==> src/rtl/sys_pkg.sv <==
`default_nettype none
// +--------------------------------------------------------------------+
// | sys_pkg : shared states, mode codes and width helpers              |
// | Rev 1.0                                                            |
// +--------------------------------------------------------------------+
package sys_pkg;

    typedef enum logic [2:0] {
        S_IDLE     = 3'd0,
        S_LAUNCH   = 3'd1,
        S_WAIT     = 3'd2,
        S_NEXT     = 3'd3,
        S_PASS_END = 3'd4,
        S_REDO     = 3'd5
    } state_t;

    localparam logic [1:0] MODE_LEFT  = 2'b01;
    localparam logic [1:0] MODE_RIGHT = 2'b10;
    localparam logic [1:0] MODE_BOTH  = 2'b11;

    function automatic int phase_w(input int l, input int n);
        return $clog2(l / n + 1);
    endfunction

    function automatic int block_w(input int l, input int k, input int n);
        return $clog2(l * k / n + 1);
    endfunction

    function automatic int rows_w(input int l);
        return $clog2(l + 1);
    endfunction

    function automatic int attempt_w(input int max_retry);
        return $clog2(max_retry + 2);
    endfunction

endpackage
`default_nettype wire

==> src/rtl/systemizer_seq_if.sv <==
`default_nettype none
// +--------------------------------------------------------------------+
// | systemizer_seq_if : phase-engine and matrix-regen handshake bundle |
// | Rev 1.0                                                            |
// +--------------------------------------------------------------------+
interface systemizer_seq_if
    import sys_pkg::*;
#(
    parameter int N = 20,
    parameter int L = 200,
    parameter int K = 400
);
    logic                          phase_start;
    logic                          phase_pivot;
    logic [phase_w(L, N)-1:0]      phase_idx;
    logic [block_w(L, K, N)-1:0]   phase_start_block;
    logic [block_w(L, K, N)-1:0]   phase_end_block;
    logic [rows_w(L)-1:0]          phase_rows;
    logic                          phase_done;
    logic                          phase_fail;
    logic                          regen_req;
    logic                          regen_ack;

    modport master (
        output phase_start, phase_pivot, phase_idx, phase_start_block,
               phase_end_block, phase_rows, regen_req,
        input  phase_done, phase_fail, regen_ack
    );

    modport slave (
        input  phase_start, phase_pivot, phase_idx, phase_start_block,
               phase_end_block, phase_rows, regen_req,
        output phase_done, phase_fail, regen_ack
    );
endinterface
`default_nettype wire

==> src/rtl/sys_phase_cursor.sv <==
`default_nettype none
// +--------------------------------------------------------------------+
// | sys_phase_cursor : phase index, start block and active row count   |
// | Rev 1.0                                                            |
// +--------------------------------------------------------------------+
module sys_phase_cursor
    import sys_pkg::*;
#(
    parameter int N = 20,
    parameter int L = 200,
    parameter int K = 400
) (
    input  wire logic                        clk,
    input  wire logic                        rst,
    input  wire logic                        clear,
    input  wire logic                        advance,
    output logic [phase_w(L, N)-1:0]         idx,
    output logic [block_w(L, K, N)-1:0]      start_block,
    output logic [rows_w(L)-1:0]             rows,
    output logic                             last_phase
);
    localparam int PW = phase_w(L, N);
    localparam int BW = block_w(L, K, N);
    localparam int RW = rows_w(L);

    logic [PW-1:0] r_idx;
    logic [BW-1:0] r_start_block;
    logic [RW-1:0] r_rows;

    always_ff @(posedge clk or posedge rst) begin
        if (rst) begin
            r_idx         <= '0;
            r_start_block <= '0;
            r_rows        <= '0;
        end else if (clear) begin
            r_idx         <= '0;
            r_start_block <= '0;
            r_rows        <= RW'(L);
        end else if (advance) begin
            r_idx         <= r_idx + PW'(1);
            r_start_block <= r_start_block + BW'(L);
            // Remaining rows never drop below one block.
            r_rows        <= (r_rows > RW'(2 * N)) ? r_rows - RW'(N) : RW'(N);
        end
    end

    assign idx         = r_idx;
    assign start_block = r_start_block;
    assign rows        = r_rows;
    assign last_phase  = (r_idx == PW'(L / N - 1));

endmodule
`default_nettype wire

==> src/rtl/systemizer_seq.sv <==
`default_nettype none
// +--------------------------------------------------------------------+
// | systemizer_seq : retry-capable sequencer for block Gaussian        |
// | systemization. Optional SYSTEMIZER_PERF_EN adds cycle/redo counts. |
// | Rev 1.0                                                            |
// +--------------------------------------------------------------------+
module systemizer_seq
    import sys_pkg::*;
#(
    parameter int N         = 20,
    parameter int L         = 200,
    parameter int K         = 400,
    parameter int MAX_RETRY = 3
) (
    input  wire logic                          clk,
    input  wire logic                          rst,
    input  wire logic                          start,
    input  wire logic [1:0]                    mode,
    input  wire logic                          abort,
    output logic                               busy,
    output logic [attempt_w(MAX_RETRY)-1:0]    attempt,
    output logic                               success,
    output logic                               fail,
`ifdef SYSTEMIZER_PERF_EN
    output logic [31:0]                        cycles,
    output logic [15:0]                        redo_total,
`endif
    systemizer_seq_if.master                   eng
);
    localparam int BW = block_w(L, K, N);
    localparam int AW = attempt_w(MAX_RETRY);
    localparam logic [BW-1:0] c_left_end  = BW'(L * L / N);
    localparam logic [BW-1:0] c_right_end = BW'(L * K / N);
    localparam logic [AW-1:0] c_max_retry = AW'(MAX_RETRY);

    state_t         r_state, w_next;
    logic [1:0]     r_mode;
    logic           r_left;
    logic [BW-1:0]  r_end_block;
    logic [AW-1:0]  r_attempt;
    logic           r_success, r_fail;

    logic w_clear, w_advance, w_accept, w_set_right, w_retry;
    logic w_success, w_fail, w_last, w_mode_valid, w_mode_left;

    assign w_mode_valid = (mode == MODE_LEFT) || (mode == MODE_RIGHT) || (mode == MODE_BOTH);
    assign w_mode_left  = (mode == MODE_LEFT) || (mode == MODE_BOTH);

    sys_phase_cursor #(.N(N), .L(L), .K(K)) u_cursor (
        .clk         (clk),
        .rst         (rst),
        .clear       (w_clear),
        .advance     (w_advance),
        .idx         (eng.phase_idx),
        .start_block (eng.phase_start_block),
        .rows        (eng.phase_rows),
        .last_phase  (w_last)
    );

    always_ff @(posedge clk or posedge rst) begin
        if (rst) r_state <= S_IDLE;
        else     r_state <= w_next;
    end

    always_comb begin
        w_next      = r_state;
        w_clear     = 1'b0;
        w_advance   = 1'b0;
        w_accept    = 1'b0;
        w_set_right = 1'b0;
        w_retry     = 1'b0;
        w_success   = 1'b0;
        w_fail      = 1'b0;
        if (abort && r_state != S_IDLE) begin
            w_next = S_IDLE;
            w_fail = 1'b1;
        end else begin
            case (r_state)
                S_IDLE: if (start && w_mode_valid) begin
                    w_accept = 1'b1;
                    w_clear  = 1'b1;
                    w_next   = S_LAUNCH;
                end
                S_LAUNCH: w_next = S_WAIT;
                // A pivot failure outranks a simultaneous done; the right pass never pivots.
                S_WAIT: begin
                    if (eng.phase_fail && r_left) w_next = S_REDO;
                    else if (eng.phase_done)      w_next = w_last ? S_PASS_END : S_NEXT;
                end
                S_NEXT: begin
                    w_advance = 1'b1;
                    w_next    = S_LAUNCH;
                end
                S_PASS_END: begin
                    if (r_left && r_mode == MODE_BOTH) begin
                        w_clear     = 1'b1;
                        w_set_right = 1'b1;
                        w_next      = S_LAUNCH;
                    end else begin
                        w_success = 1'b1;
                        w_next    = S_IDLE;
                    end
                end
                S_REDO: begin
                    if (r_attempt > c_max_retry) begin
                        w_fail = 1'b1;
                        w_next = S_IDLE;
                    end else if (eng.regen_ack) begin
                        w_retry = 1'b1;
                        w_clear = 1'b1;
                        w_next  = S_LAUNCH;
                    end
                end
                default: w_next = S_IDLE;
            endcase
        end
    end

    always_ff @(posedge clk or posedge rst) begin
        if (rst) begin
            r_mode      <= 2'b00;
            r_left      <= 1'b0;
            r_end_block <= '0;
            r_attempt   <= '0;
            r_success   <= 1'b0;
            r_fail      <= 1'b0;
        end else begin
            r_success <= w_success;
            r_fail    <= w_fail;
            if (w_accept) begin
                r_mode      <= mode;
                r_left      <= w_mode_left;
                r_end_block <= w_mode_left ? c_left_end : c_right_end;
                r_attempt   <= AW'(1);
            end else if (w_set_right) begin
                r_left      <= 1'b0;
                r_end_block <= c_right_end;
            end else if (w_retry) begin
                r_attempt   <= r_attempt + AW'(1);
                r_left      <= 1'b1;
                r_end_block <= c_left_end;
            end
        end
    end

`ifdef SYSTEMIZER_PERF_EN
    logic [31:0] r_cycles;
    logic [15:0] r_redo_total;

    always_ff @(posedge clk or posedge rst) begin
        if (rst) begin
            r_cycles     <= '0;
            r_redo_total <= '0;
        end else begin
            if (w_accept)                                r_cycles <= '0;
            else if (r_state != S_IDLE && r_cycles != '1) r_cycles <= r_cycles + 32'd1;
            if (w_next == S_REDO && r_state == S_WAIT && r_redo_total != '1)
                r_redo_total <= r_redo_total + 16'd1;
        end
    end

    assign cycles     = r_cycles;
    assign redo_total = r_redo_total;
`endif

    assign busy                = (r_state != S_IDLE);
    assign attempt             = r_attempt;
    assign success             = r_success;
    assign fail                = r_fail;
    assign eng.phase_start     = (r_state == S_LAUNCH);
    assign eng.phase_pivot     = r_left;
    assign eng.phase_end_block = r_end_block;
    assign eng.regen_req       = (r_state == S_REDO) && (r_attempt <= c_max_retry);

endmodule
`default_nettype wire
==> src/flat_wrapper.sv <==
// flat-port wrapper written by rule: the top's interface ports become plain ports
module systemizer_seq_flat import sys_pkg::*;
#(
    parameter int N         = 20,
    parameter int L         = 200,
    parameter int K         = 400,
    parameter int MAX_RETRY = 3
)
  (clk, rst, start, mode, abort, busy, attempt, success, fail, eng_phase_start, eng_phase_pivot, eng_phase_idx, eng_phase_start_block, eng_phase_end_block, eng_phase_rows, eng_regen_req, eng_phase_done, eng_phase_fail, eng_regen_ack);
  systemizer_seq_if #(.N(N), .L(L), .K(K)) eng_i ();
  input  wire logic clk;
  input  wire logic rst;
  input  wire logic start;
  input  wire logic [1:0] mode;
  input  wire logic abort;
  output logic busy;
  output logic [attempt_w(MAX_RETRY)-1:0] attempt;
  output logic success;
  output logic fail;
  output wire logic [$bits(eng_i.phase_start)-1:0] eng_phase_start;
  output wire logic [$bits(eng_i.phase_pivot)-1:0] eng_phase_pivot;
  output wire logic [$bits(eng_i.phase_idx)-1:0] eng_phase_idx;
  output wire logic [$bits(eng_i.phase_start_block)-1:0] eng_phase_start_block;
  output wire logic [$bits(eng_i.phase_end_block)-1:0] eng_phase_end_block;
  output wire logic [$bits(eng_i.phase_rows)-1:0] eng_phase_rows;
  output wire logic [$bits(eng_i.regen_req)-1:0] eng_regen_req;
  input wire logic [$bits(eng_i.phase_done)-1:0] eng_phase_done;
  input wire logic [$bits(eng_i.phase_fail)-1:0] eng_phase_fail;
  input wire logic [$bits(eng_i.regen_ack)-1:0] eng_regen_ack;
  assign eng_phase_start = eng_i.phase_start;
  assign eng_phase_pivot = eng_i.phase_pivot;
  assign eng_phase_idx = eng_i.phase_idx;
  assign eng_phase_start_block = eng_i.phase_start_block;
  assign eng_phase_end_block = eng_i.phase_end_block;
  assign eng_phase_rows = eng_i.phase_rows;
  assign eng_regen_req = eng_i.regen_req;
  assign eng_i.phase_done = eng_phase_done;
  assign eng_i.phase_fail = eng_phase_fail;
  assign eng_i.regen_ack = eng_regen_ack;
  systemizer_seq #(.N(N), .L(L), .K(K), .MAX_RETRY(MAX_RETRY)) u_core (.clk(clk), .rst(rst), .start(start), .mode(mode), .abort(abort), .busy(busy), .attempt(attempt), .success(success), .fail(fail), .eng(eng_i));
endmodule
==> config.mk <==
export PLATFORM = sky130hd
export DESIGN_NAME = systemizer_seq_flat
export DESIGN_NICKNAME = d
export VERILOG_FILES = /design/src/rtl/sys_pkg.sv /design/src/rtl/systemizer_seq_if.sv /design/src/rtl/sys_phase_cursor.sv /design/src/rtl/systemizer_seq.sv /design/src/flat_wrapper.sv
export SDC_FILE = /design/constraint.sdc
export NUM_CORES = 1
export LEC_CHECK = 0
export CAP_MARGIN = 20
export CORE_MARGIN = 5
export CORE_UTILIZATION = 26
export DETAILED_ROUTE_END_ITERATION = 7
export PLACE_DENSITY_LB_ADDON = 0.1
export SLEW_MARGIN = 10
export SYNTH_ARGS = -nofsm -noshare
export SYNTH_HDL_FRONTEND = slang
export SYNTH_HIERARCHICAL = 1
export SYNTH_SLANG_ARGS = --single-unit
==> constraint.sdc <==
create_clock -name clk -period 2.5 [get_ports clk]
set_input_delay 0.5 -clock clk [delete_from_list [all_inputs] [get_ports clk]]
set_output_delay 0.5 -clock clk [all_outputs]
set_load 0.02 [all_outputs]
==> flow_summary.ini <==
[grt]
grt_pass1_wl_mm = 7.52
grt_pass1_vias = 1504
grt-ovfl-total = 0
grt_max_degree = 20
grtUsageTotal_pct = 10.7
antenna_found_initial = 0
grt.busiest_layer = met2
use_met3_pct = 3.24
grtUsageMet1_pct = 14.7
met2_usage_pct = 15.7

[sta]
worst_slew_pin_slew_ps = 554
finalHoldViolCount = 0
fmax_mhz = 434
skew_ps = 6.44
setup_viol = 0
finalCritPeriodShare_pct = 92.2
rsz0062_at_grt = false
final.setup.tns_ps = 0
drv_slew = 0
slew_headroom_pct = 63.0
period_needed_ps = 2300

[clock_tree]
worst_skew_pair.late_latency_ps = 290
htree_levels = 2
cts_sinks = 32
cts.path.max_buffers = 2
cts_buffers = 5
cts_tree = yes
cts.reportedPaths.clkPinSlew_ps = 70
root_buffer = clkbuf_8
cts_setup_buffers = 0

[synthesis]
async_flop_share_pct = 100
synth_edf_count = 0
syn_avg_cell_area_sq_um = 9.43
synth_seq_cells = 32
yosys.area.top_type = dfrtp_1
ys_types = 54
synth_area_sq_mm = 0.00189
synthCells = 200
synth_seq_area_share_pct = 42.5
synth_top_area_share_pct = 42.5
ys_warn_count = 6
yosys.cell_count.top_type = dfrtp_1
synthTopCellsByCount = dfrtp_1 (32), buf_4 (17), nand2_1 (17), nor2_1 (16), inv_1 (11)
synth_ff_type = dfrtp_1
synth_area_leaders = dfrtp_1 (42%), buf_4 (6.8%), ha_1 (4.6%)

[pwr]
leakage_nw = 1.06
max-vdd-ir-drop_mv = 0.365
p_total_mw = 2.50
powerDensity_mw_per_mm2 = 994

[die]
io_pins = 54
die_h_microns = 95.2
rows = 31
start_util_pct = 26.3
die_width_microns = 95.2
core_sq_mm = 0.00718
die_area_sq_mm = 0.00906

[worst_setup_path]
setup.worst_path.start_class = flip-flop
reg2regPathDepth = 7
cpMaxStageDelayCell = clkdlybuf4s50_1
path_cells = nor2b_2 -> and2_1 -> clkdlybuf4s50_1
worstPathRequired_ps = 2000
cpPeakStageDelay_ps = 600
r2r_slack_ps = 530
cp_max_fo = 10
crit_arrival_ps = 1800
cp-end-kind = output port
r2r_end = u_core/u_cursor/rows[6]
timing.rr.start = u_core/r_state[2]
crit_type = reg2out

[flow_run]
timing.max_cap.violations = 0

[detailed_routing]
num_vias = 1512
drt_wl_total_mm = 4.51
via_per_inst = 4.42
ant_nets = 0
wl_per_cell_microns = 13.2
route.detailed.drc = 0
drtIter0Drc = 58
drt_first_pass_iters = 4

[cells_and_area]
drive_gt1_share_pct = 11.9
multi_input_area_sq_um = 913
fill_cells = 739
nets = 258
seqCellArea_sq_um = 802
areaGrowthSynthToFinish_pct = 33.2
antennaDiodeCount = 0

[min_path]
hold_class = in2async

[place]
port_buffers = 44
place.gp.congestion = 0.741
place_hpwl_mm = 3.25

[status]
status = completed
==> metal layers <==
layer | wire, microns | vias up
met1 | 2250 | 712
met5 | 0 | -
li1 | - | 748
met3 | 292 | 5
met4 | 56 | 0
met2 | 1910 | 47
==> sequential cells by signal, summed over array words and instances (netlist names) <==
name                         count
u_core/eng.phase_end_block       3
u_core/u_cursor/idx              4
u_core/success                   1
u_core/r_mode                    2
u_core/u_cursor/start_block      9
u_core/u_cursor/rows             6
u_core/attempt                   3
u_core/r_state                   3
u_core/fail                      1
==> metrics by stage <==
stage                     cell area [sq um]  hold WS, ps  worst slack, ps  utilization [%]  std cells
after global routing                   2510          493             81.6             35.0        342
final                                  2510          462              195             35.0        342
after CTS                              2510          455             30.3             34.9        342
after detailed placement               2390          468              331             33.4        334
after floorplan                        1910          377              473                -        207
after global placement                 2390          461              315             33.4        334
==> cell type report <==
class / instances / share of cell area (%)
well taps: 99 / 4.93
inverters: 13 / 1.94
clock inverters: 3 / 1.69
flip-flops and latches: 32 / 31.9
repair buffers: 50 / 20.4
clock buffers: 5 / 2.74
multi-input cells: 140 / 36.4
==> where the power goes <==
group          total, mW  leakage [nW]  internal [mW]  switching [mW]
Clock              0.502        0.0541          0.295           0.207
Combinational       1.14         0.604          0.552           0.585
Sequential         0.857         0.406          0.656           0.201
==> worst max-delay path, delay by kind of cell (launching register included) <==
family                 cells  cell delay [ps]
DFF                        1              510
and+or+nand+nor            2              410
buffers and inverters      1              600
==> cells in the final DEF, fill, tap and decap left out, types with 7 or more instances in the layout <==
cell type / synthesis / routed
inv_1: 11 / 11
ha_1: 7 / 7
xor2_1: 7 / 7
clkdlybuf4s50_1: 0 / 43
conb_1: 2 / 9
o21ai_0: 7 / 7
nand2_1: 17 / 17
nor2_1: 16 / 16
dfrtp_1: 32 / 31
==> cells by family after synthesis <==
group,count (synthesis),share of synthesized area (%)
compound gates,47,18.2
xor+xnor,11,5.11
fa+ha+maj,7,4.64
buf+inv,35,10.9
flops,32,42.5
mux,1,0.531
other cells,2,0.398
simple gates,65,17.7
==> worst max path at each step <==
stage / startpoint / to
CTS: u_core/r_state[0] / eng_phase_start
floorplan: u_core/r_state[0] / u_core/u_cursor/idx[0]
detailed placement: abort / u_core/u_cursor/start_block[7]
global placement: u_core/r_state[0] / eng_phase_start
finish: u_core/r_state[1] / eng_phase_start
global route: u_core/r_state[1] / eng_phase_start
==> repair_timing <==
item	in CTS	in global routing
endpoints found under the setup margin	0	2
hold buffers	0	0
gates resized for setup	0	3
(Power assumes the default switching activity.)
